### src/rtl/nbit_seq_comparator.sv
// nbit_seq_comparator: multi-cycle magnitude comparator. Walks the operands one
// DIGIT-bit slice per clock from the most significant slice down and stops at
// the first slice that differs. Result is registered with a start/busy/done
// handshake.
// Optional feature: define CMP_SIGNED_EN to add the signed_mode input, which
// compares the top slice as two's complement (signed ordering of A and B).
module nbit_seq_comparator #(
  parameter int unsigned WIDTH = 16,
  parameter int unsigned DIGIT = 4,
  localparam int unsigned NDIG = WIDTH / DIGIT,
  localparam int unsigned CW   = $clog2(NDIG + 1)
) (
  input  logic             clk,
  input  logic             rst,
  input  logic             start,
  input  logic [WIDTH-1:0] a,
  input  logic [WIDTH-1:0] b,
`ifdef CMP_SIGNED_EN
  input  logic             signed_mode,
`endif
  output logic             busy,
  output logic             done,
  output logic             eq,
  output logic             agb,
  output logic             alb,
  output logic [CW-1:0]    cycles
);

  localparam int unsigned IW = (NDIG > 1) ? $clog2(NDIG) : 1;

  typedef enum logic [0:0] {StIdle, StCmp} state_e;

  state_e            state_q, state_d;
  logic [WIDTH-1:0]  a_q, a_d, b_q, b_d;
  logic [IW-1:0]     idx_q, idx_d;
  logic              busy_q, busy_d, done_q, done_d;
  logic              eq_q, eq_d, agb_q, agb_d, alb_q, alb_d;
  logic [CW-1:0]     cycles_q, cycles_d;
  logic [WIDTH-1:0]  a_sh, b_sh;
  logic [DIGIT-1:0]  sa, sb;
  logic              top_flip;

`ifdef CMP_SIGNED_EN
  logic sgn_q, sgn_d;

  // Signed mode captured alongside the operands.
  always_ff @(posedge clk) begin
    if (rst) sgn_q <= 1'b0;
    else     sgn_q <= sgn_d;
  end

  always_comb begin
    sgn_d = sgn_q;
    if (state_q == StIdle && start) sgn_d = signed_mode;
  end

  assign top_flip = sgn_q && (idx_q == IW'(NDIG - 1));
`else
  assign top_flip = 1'b0;
`endif

  // Current slice of each operand; flipping the sign bit of the top slice turns
  // two's-complement order into plain unsigned order.
  always_comb begin
    a_sh = a_q >> (DIGIT * idx_q);
    b_sh = b_q >> (DIGIT * idx_q);
    sa = a_sh[DIGIT-1:0];
    sb = b_sh[DIGIT-1:0];
    sa[DIGIT-1] = sa[DIGIT-1] ^ top_flip;
    sb[DIGIT-1] = sb[DIGIT-1] ^ top_flip;
  end

  // State and result registers.
  always_ff @(posedge clk) begin
    if (rst) begin
      state_q  <= StIdle;
      a_q      <= '0;
      b_q      <= '0;
      idx_q    <= '0;
      busy_q   <= 1'b0;
      done_q   <= 1'b0;
      eq_q     <= 1'b0;
      agb_q    <= 1'b0;
      alb_q    <= 1'b0;
      cycles_q <= '0;
    end else begin
      state_q  <= state_d;
      a_q      <= a_d;
      b_q      <= b_d;
      idx_q    <= idx_d;
      busy_q   <= busy_d;
      done_q   <= done_d;
      eq_q     <= eq_d;
      agb_q    <= agb_d;
      alb_q    <= alb_d;
      cycles_q <= cycles_d;
    end
  end

  // Next-state: accept a start in idle, then examine one slice per cycle.
  always_comb begin
    state_d  = state_q;
    a_d      = a_q;
    b_d      = b_q;
    idx_d    = idx_q;
    busy_d   = busy_q;
    done_d   = 1'b0;
    eq_d     = eq_q;
    agb_d    = agb_q;
    alb_d    = alb_q;
    cycles_d = cycles_q;
    unique case (state_q)
      StIdle: begin
        if (start) begin
          a_d      = a;
          b_d      = b;
          idx_d    = IW'(NDIG - 1);
          eq_d     = 1'b0;
          agb_d    = 1'b0;
          alb_d    = 1'b0;
          cycles_d = '0;
          busy_d   = 1'b1;
          state_d  = StCmp;
        end
      end
      StCmp: begin
        cycles_d = cycles_q + CW'(1);
        if (sa != sb) begin
          agb_d   = (sa > sb);
          alb_d   = (sa < sb);
          done_d  = 1'b1;
          busy_d  = 1'b0;
          state_d = StIdle;
        end else if (idx_q == '0) begin
          eq_d    = 1'b1;
          done_d  = 1'b1;
          busy_d  = 1'b0;
          state_d = StIdle;
        end else begin
          idx_d = idx_q - IW'(1);
        end
      end
      default: state_d = StIdle;
    endcase
  end

  assign busy   = busy_q;
  assign done   = done_q;
  assign eq     = eq_q;
  assign agb    = agb_q;
  assign alb    = alb_q;
  assign cycles = cycles_q;

endmodule

### config.mk
export PLATFORM = sky130hd
export DESIGN_NAME = nbit_seq_comparator
export DESIGN_NICKNAME = d
export VERILOG_FILES = /design/src/rtl/nbit_seq_comparator.sv
export SDC_FILE = /design/constraint.sdc
export NUM_CORES = 1
export LEC_CHECK = 0
export ABC_AREA = 1
export ABC_CLOCK_PERIOD_IN_PS = 3850
export BUFFER_PORTS_ARGS = -buffer_cell sky130_fd_sc_hd__buf_2
export CORE_AREA = 2 2 83 85
export CTS_BUF_LIST = sky130_fd_sc_hd__clkbuf_8
export DETAILED_ROUTE_END_ITERATION = 16
export DIE_AREA = 0 0 85 87
export GPL_TIMING_DRIVEN = 0
export MAX_ROUTING_LAYER = met4
export PLACE_DENSITY = 0.6
export SKIP_LAST_GASP = 1
export SYNTH_ARGS = -nofsm -noshare
export SYNTH_HDL_FRONTEND = slang
export SYNTH_SLANG_ARGS = --single-unit
### constraint.sdc
create_clock -name clk -period 3.85 [get_ports clk]
set_clock_uncertainty 0.15 [all_clocks]
set_input_delay 0.1925 -clock clk [delete_from_list [all_inputs] [get_ports clk]]
set_output_delay 0.1925 -clock clk [all_outputs]
set_load 0.01 [all_outputs]
---- Word-level counts from Yosys, hierarchy flattened ----
Cells that the tools add are included.
operators by class
  add/sub/neg operators ................... 2
  reductions and logical operators ........ 7
  shift-type cells ........................ 2
  muxes and demuxes ....................... 24
  bitwise operators ....................... 1
  $lt $le $gt $ge ......................... 2
  equality and inequality tests ........... 7
operators by type and width
  kind                 count
  $shr 16x4->4         2
  $mux 1               13
  $pmux 1 s2           5
  $mux 2               3
  $ne 2x2->1 const B   3
  $pmux 3 s2           1
  $reduce_and 2->1     3
  $reduce_and 3->1     2
  $gt 4x4->1           1
  $lt 4x4->1           1
  $ne 2x1->1 const B   2
  $ne 4x4->1           1
  $pmux 2 s2           1
  $add 3x1->3 const B  1
  $mux 3               1
  $ne 3x1->1 const B   1
  $logic_not 2->1      1
  $reduce_or 2->1      1
  $sub 2x1->2 const B  1
  $not 1->1            1
storage, ports and cells
  register bits ........................... 43
  output and inout port bits .............. 8
  word-level logic and storage cells ...... 55
  input port bits ......................... 35

---- Longest topological paths before layout ----
  depth in word-level cells ............... 4
  mapped depth ............................ 13
  gate-level depth less buffers ........... 11

---- Least setup slack after synthesis ----
OpenSTA, ideal clock, no wires.
  path kind ............................... reg-to-reg
  start point ............................. register idx_q[0]
  end point ............................... register agb_q (netlist: agb)
  period minus slack after synthesis ...... 1909 ps
  data arrival time ....................... 1643 ps
  data required time ...................... 3584 ps
  path buffers ............................ 2
  stages on the path, launching flop included .. 13
  slack ................................... 1941 ps
  setup time .............................. 116 ps
  cells stage by stage .................... dfxtp_1 > buf_4 > inv_2 > buf_4 > o21ai_0 > o22ai_1 > ha_1 > nand2_1 > nor2_4 > nor2_2 > nand2_1 > nor2_1 > nor2_1
on the way
  longest elaborated chain between the ends .. 4
  elaborated cells on any way between the ends .. 8
  classes of those cells .................. order compare (1); eq/ne (2); shift (2); mux (2); reduce/logical (1)
RTL lines
  element                                                RTL line  RTL
  start, declared                                        35        logic [IW-1:0] idx_q, idx_d;
  start signal, assigned                                 90        idx_q <= idx_d;
  $shr 16x4->4, on equally long branches                 65, 66
  $gt 4x4->1 / $ne 4x4->1 (equally long branches)        129, 128
  $mux 1 / $ne 2x1->1 (equally long branches)            n/a
  $pmux 1 s2 / $reduce_and 2->1 (equally long branches)  n/a
  end signal, assigned                                   94        agb_q <= agb_d;
  end, declared                                          37        logic eq_q, eq_d, agb_q, agb_d, alb_q, alb_d;
Parallel ways exist; a longest one is shown, timed or not. The select of a mux whose other input is x is not followed.
A chain may end at the register's enable or synchronous reset.

---- Worst setup path in the final report ----
  start point ............................. register idx_q[1]
  end point ............................... register idx_q[1]
on the way
  longest elaborated chain between the ends .. 4
  elaborated cells on any way between the ends .. 11
  classes of those cells .................. add/sub (1); eq/ne (3); shift (2); mux (3); reduce/logical (2)
RTL lines
  element                                                          RTL line  RTL
  $shr 16x4->4, or another cell as far along                       65        a_sh = a_q >> (DIGIT * idx_q);
  $ne 4x4->1 / $mux 2 (equally long branches)                      128, 134
  $ne 2x2->1 (no line) / $mux 2 (equally long branches)            n/a
  $reduce_and 3->1 (no line) / $pmux 2 s2 (equally long branches)  n/a
Parallel ways exist; a longest one is shown, timed or not. The select of a mux whose other input is x is not followed.

==> results.cfg <==
[outcome]
status = finished, final reports clean

[clock_network]
cts.sinks = 43
clockRootBuffer = clkbuf_8
hold_buffers = 33
cts_tree = done
cts_resized = 0
htreeDepth = 2
clock_latency_ns = 0.31
clk_pin_slew_ns = 0.08
post_cts_buffers = 0
cts_made_buffers = 5
clockBufferDepth = 2

[sta]
post-route-period-util_pct = 57.0
setup_viol = 0
finalMaxSlewViolations = 0
grt_setup_unrepaired = no
whs_ns = 0.0808
max-slew-margin-rel_pct = 73.5
fin_crit_ns = 2.20
tightest_slew_ns = 0.397
tns_ns = 0
hold_violations = 0
timing.fmax_ghz = 0.456

[floorplan]
core-area_um2 = 6570
initial_core_util_pct = 29.0
die_h_um = 87
die-area_um2 = 7400
rows = 30
die_w_um = 85
ios = 43

[detailed_routing]
drt-pass1-iter-count = 4
ant_nets = 0
drc_errors = 0
vias_per_cell = 4.51
wl_per_cell_um = 11.9
vias = 1897
drtIter0Drc = 67
drt_wl_total_mm = 5.02

[yosys]
ys_seq_area_share_pct = 45.2
syn_avg_cell_area_um2 = 7.38
syn_nets = 299
yosys-top-cells-area = dfxtp_1 (45%), nor2_1 (18%), o21ai_0 (13%)
syn_inst = 258
synth_fa_ha_area_share_pct = 3.94
synthXorXnorAreaFrac_pct = 0
synth-edff-count = 0
synth-async-reset-ratio_pct = 0
synth.distinct_cells = 23
yosysWarnings = 0
synth-simple-area-share_pct = 24.7
synth_ff_type = dfxtp_1
netlist_area_um2 = 1900
synth_mux_area_share_pct = 0
yosysTopAreaCellShare_pct = 45.2
synth-seq-cells = 43
yosysTopAreaCell = dfxtp_1
synth_top_family_by_area = simple AND/OR/NAND/NOR gates
synth-compound-area-share_pct = 18.5

[flow_run]
drv_cap = 0

[grt]
overflow = 0
grt_pass1_vias = 1851
antenna_found_initial = 0
grt_first_pass_wirelength_mm = 8.31
grt_max_degree = 13
grt_usage_pct = 14.8

[setup_path]
crit_slowest_cell = dfxtp_1
cp-start-kind = flip-flop
worst-setup-path-type = flip-flop to flip-flop
critPathArrivalTime_ns = 2.29
endpoint_kind = flip-flop
path_max_fanout = 10
cp_cell_sequence = clkbuf_2 -> inv_1 -> o21ai_0 -> o22a_1 -> ha_1 -> nand2_1 -> nor2_4 -> nand3_1 -> nand2_1 -> nor2_1 -> nor2_1
worstPathRequired_ns = 3.94
cp_slowest_stage_delay_ns = 0.30

[pwr]
finalPower_mw = 1.05
cellPowerDensity_nw_per_um2 = 395
ir_worst_vdd_mv = 0.153
p_leak_nw = 1.24

[final_layout]
seqCellArea_um2 = 861
design_area_um2 = 2650
diodes = 0
final_common_cell = nor2_1
multi_input_area_um2 = 898
fin_nets = 381
area_growth_syn_to_layout_pct = 38.9
final_util_pct = 40.3
nFillCells = 717
drive_gt1_share_pct = 19.9
mostFrequentLayoutCells = nor2_1 (89), o21ai_0 (51), buf_2 (48), dfxtp_1 (43), dlygate4sd3_1 (33)

[placed_design]
port-buffer-count = 42
post-dp-hpwl_mm = 3.46
gp_congestion = 0.851
post_dp_cell_area_um2 = 2210

[worst_hold_path]
hp-class = input pin to flip-flop
## cells in the mapped netlist, types with 2 or more instances
master and count:
inv_2 2, buf_2 6, dfxtp_1 43, o21ai_0 51, buf_4 4, o22a_1 4, nand3_1 3, clkbuf_2 2
nand2_1 16, o22ai_1 4, inv_1 11, nor2_1 89, nand4_1 3, buf_6 2, a21oi_1 5, ha_1 6
## worst max-delay path, delay by kind of cell, from the launching register on
kind	cells	cell delay (ns)
AOI/OAI and AO/OA	2	0.36
DFF	1	0.30
and+or+nand+nor	6	0.63
buffers and inverters	2	0.42
adders and majority gates	1	0.28
## worst paths after layout
| kind | startpoint | endpoint | slack (ns) | cells after the start |
|---|---|---|---|---|
| worst min register to register | eq$_SDFFE_PP0P_ | eq$_SDFFE_PP0P_ | 0.31 | 2 |
| worst min-delay path | start | cycles[0]$_SDFFE_PP0P_ | 0.08 | 4 |
| worst max-delay path | idx_q[1]$_SDFFE_PP0P_ | idx_q[1]$_SDFFE_PP0P_ | 1.65 | 11 |
| worst max register to register | idx_q[1]$_SDFFE_PP0P_ | idx_q[1]$_SDFFE_PP0P_ | 1.65 | 11 |
## area by class of cell
class	instances	area share (%)
Sequential cell	43	32.5
Tap cell	80	3.78
Inverter	13	1.84
Clock buffer	7	3.64
Multi-Input combinational cell	187	34.0
Clock inverter	1	0.142
Buffer	15	3.64
Timing Repair Buffer	75	20.4
## metal layers
layer,track usage (%),routed length [um]
met1,17.6,2430
met2,23.9,2280
met3,4.17,231
met4,5.77,78
met5,-,0
## power breakdown
part	leakage (nW)	internal (mW)	switching, mW
sequential	0.356	0.480	0.0173
clock	0.0557	0.161	0.157
combinational	0.829	0.103	0.128
total	1.24	0.744	0.302
## kinds of logic (layout without fill, tap and decap cells)
group           after synthesis  count (layout)
compound gates               66              66
fa+ha+maj                     6               6
buf+inv                      28             111
flops                        43              43
simple gates                115             115
## state kept, by name, summed over array words and instances, names as in the netlist
register / cells
busy: 1
done: 1
b_q: 16
state_q: 1
agb: 1
eq: 1
idx_q: 2
alb: 1
cycles: 3
a_q: 16
## through the flow
| step | cells | worst slack (ns) |
|---|---|---|
| 6_report | 421 | 1.65 |
| 5_1_grt | 421 | 1.41 |
| 4_1_cts | 421 | 1.64 |
| 3_5_place_dp | 380 | 1.66 |
| 3_3_place_gp | 380 | 1.70 |
| 2_1_floorplan | 258 | 1.94 |
(Power assumes the default switching activity.)
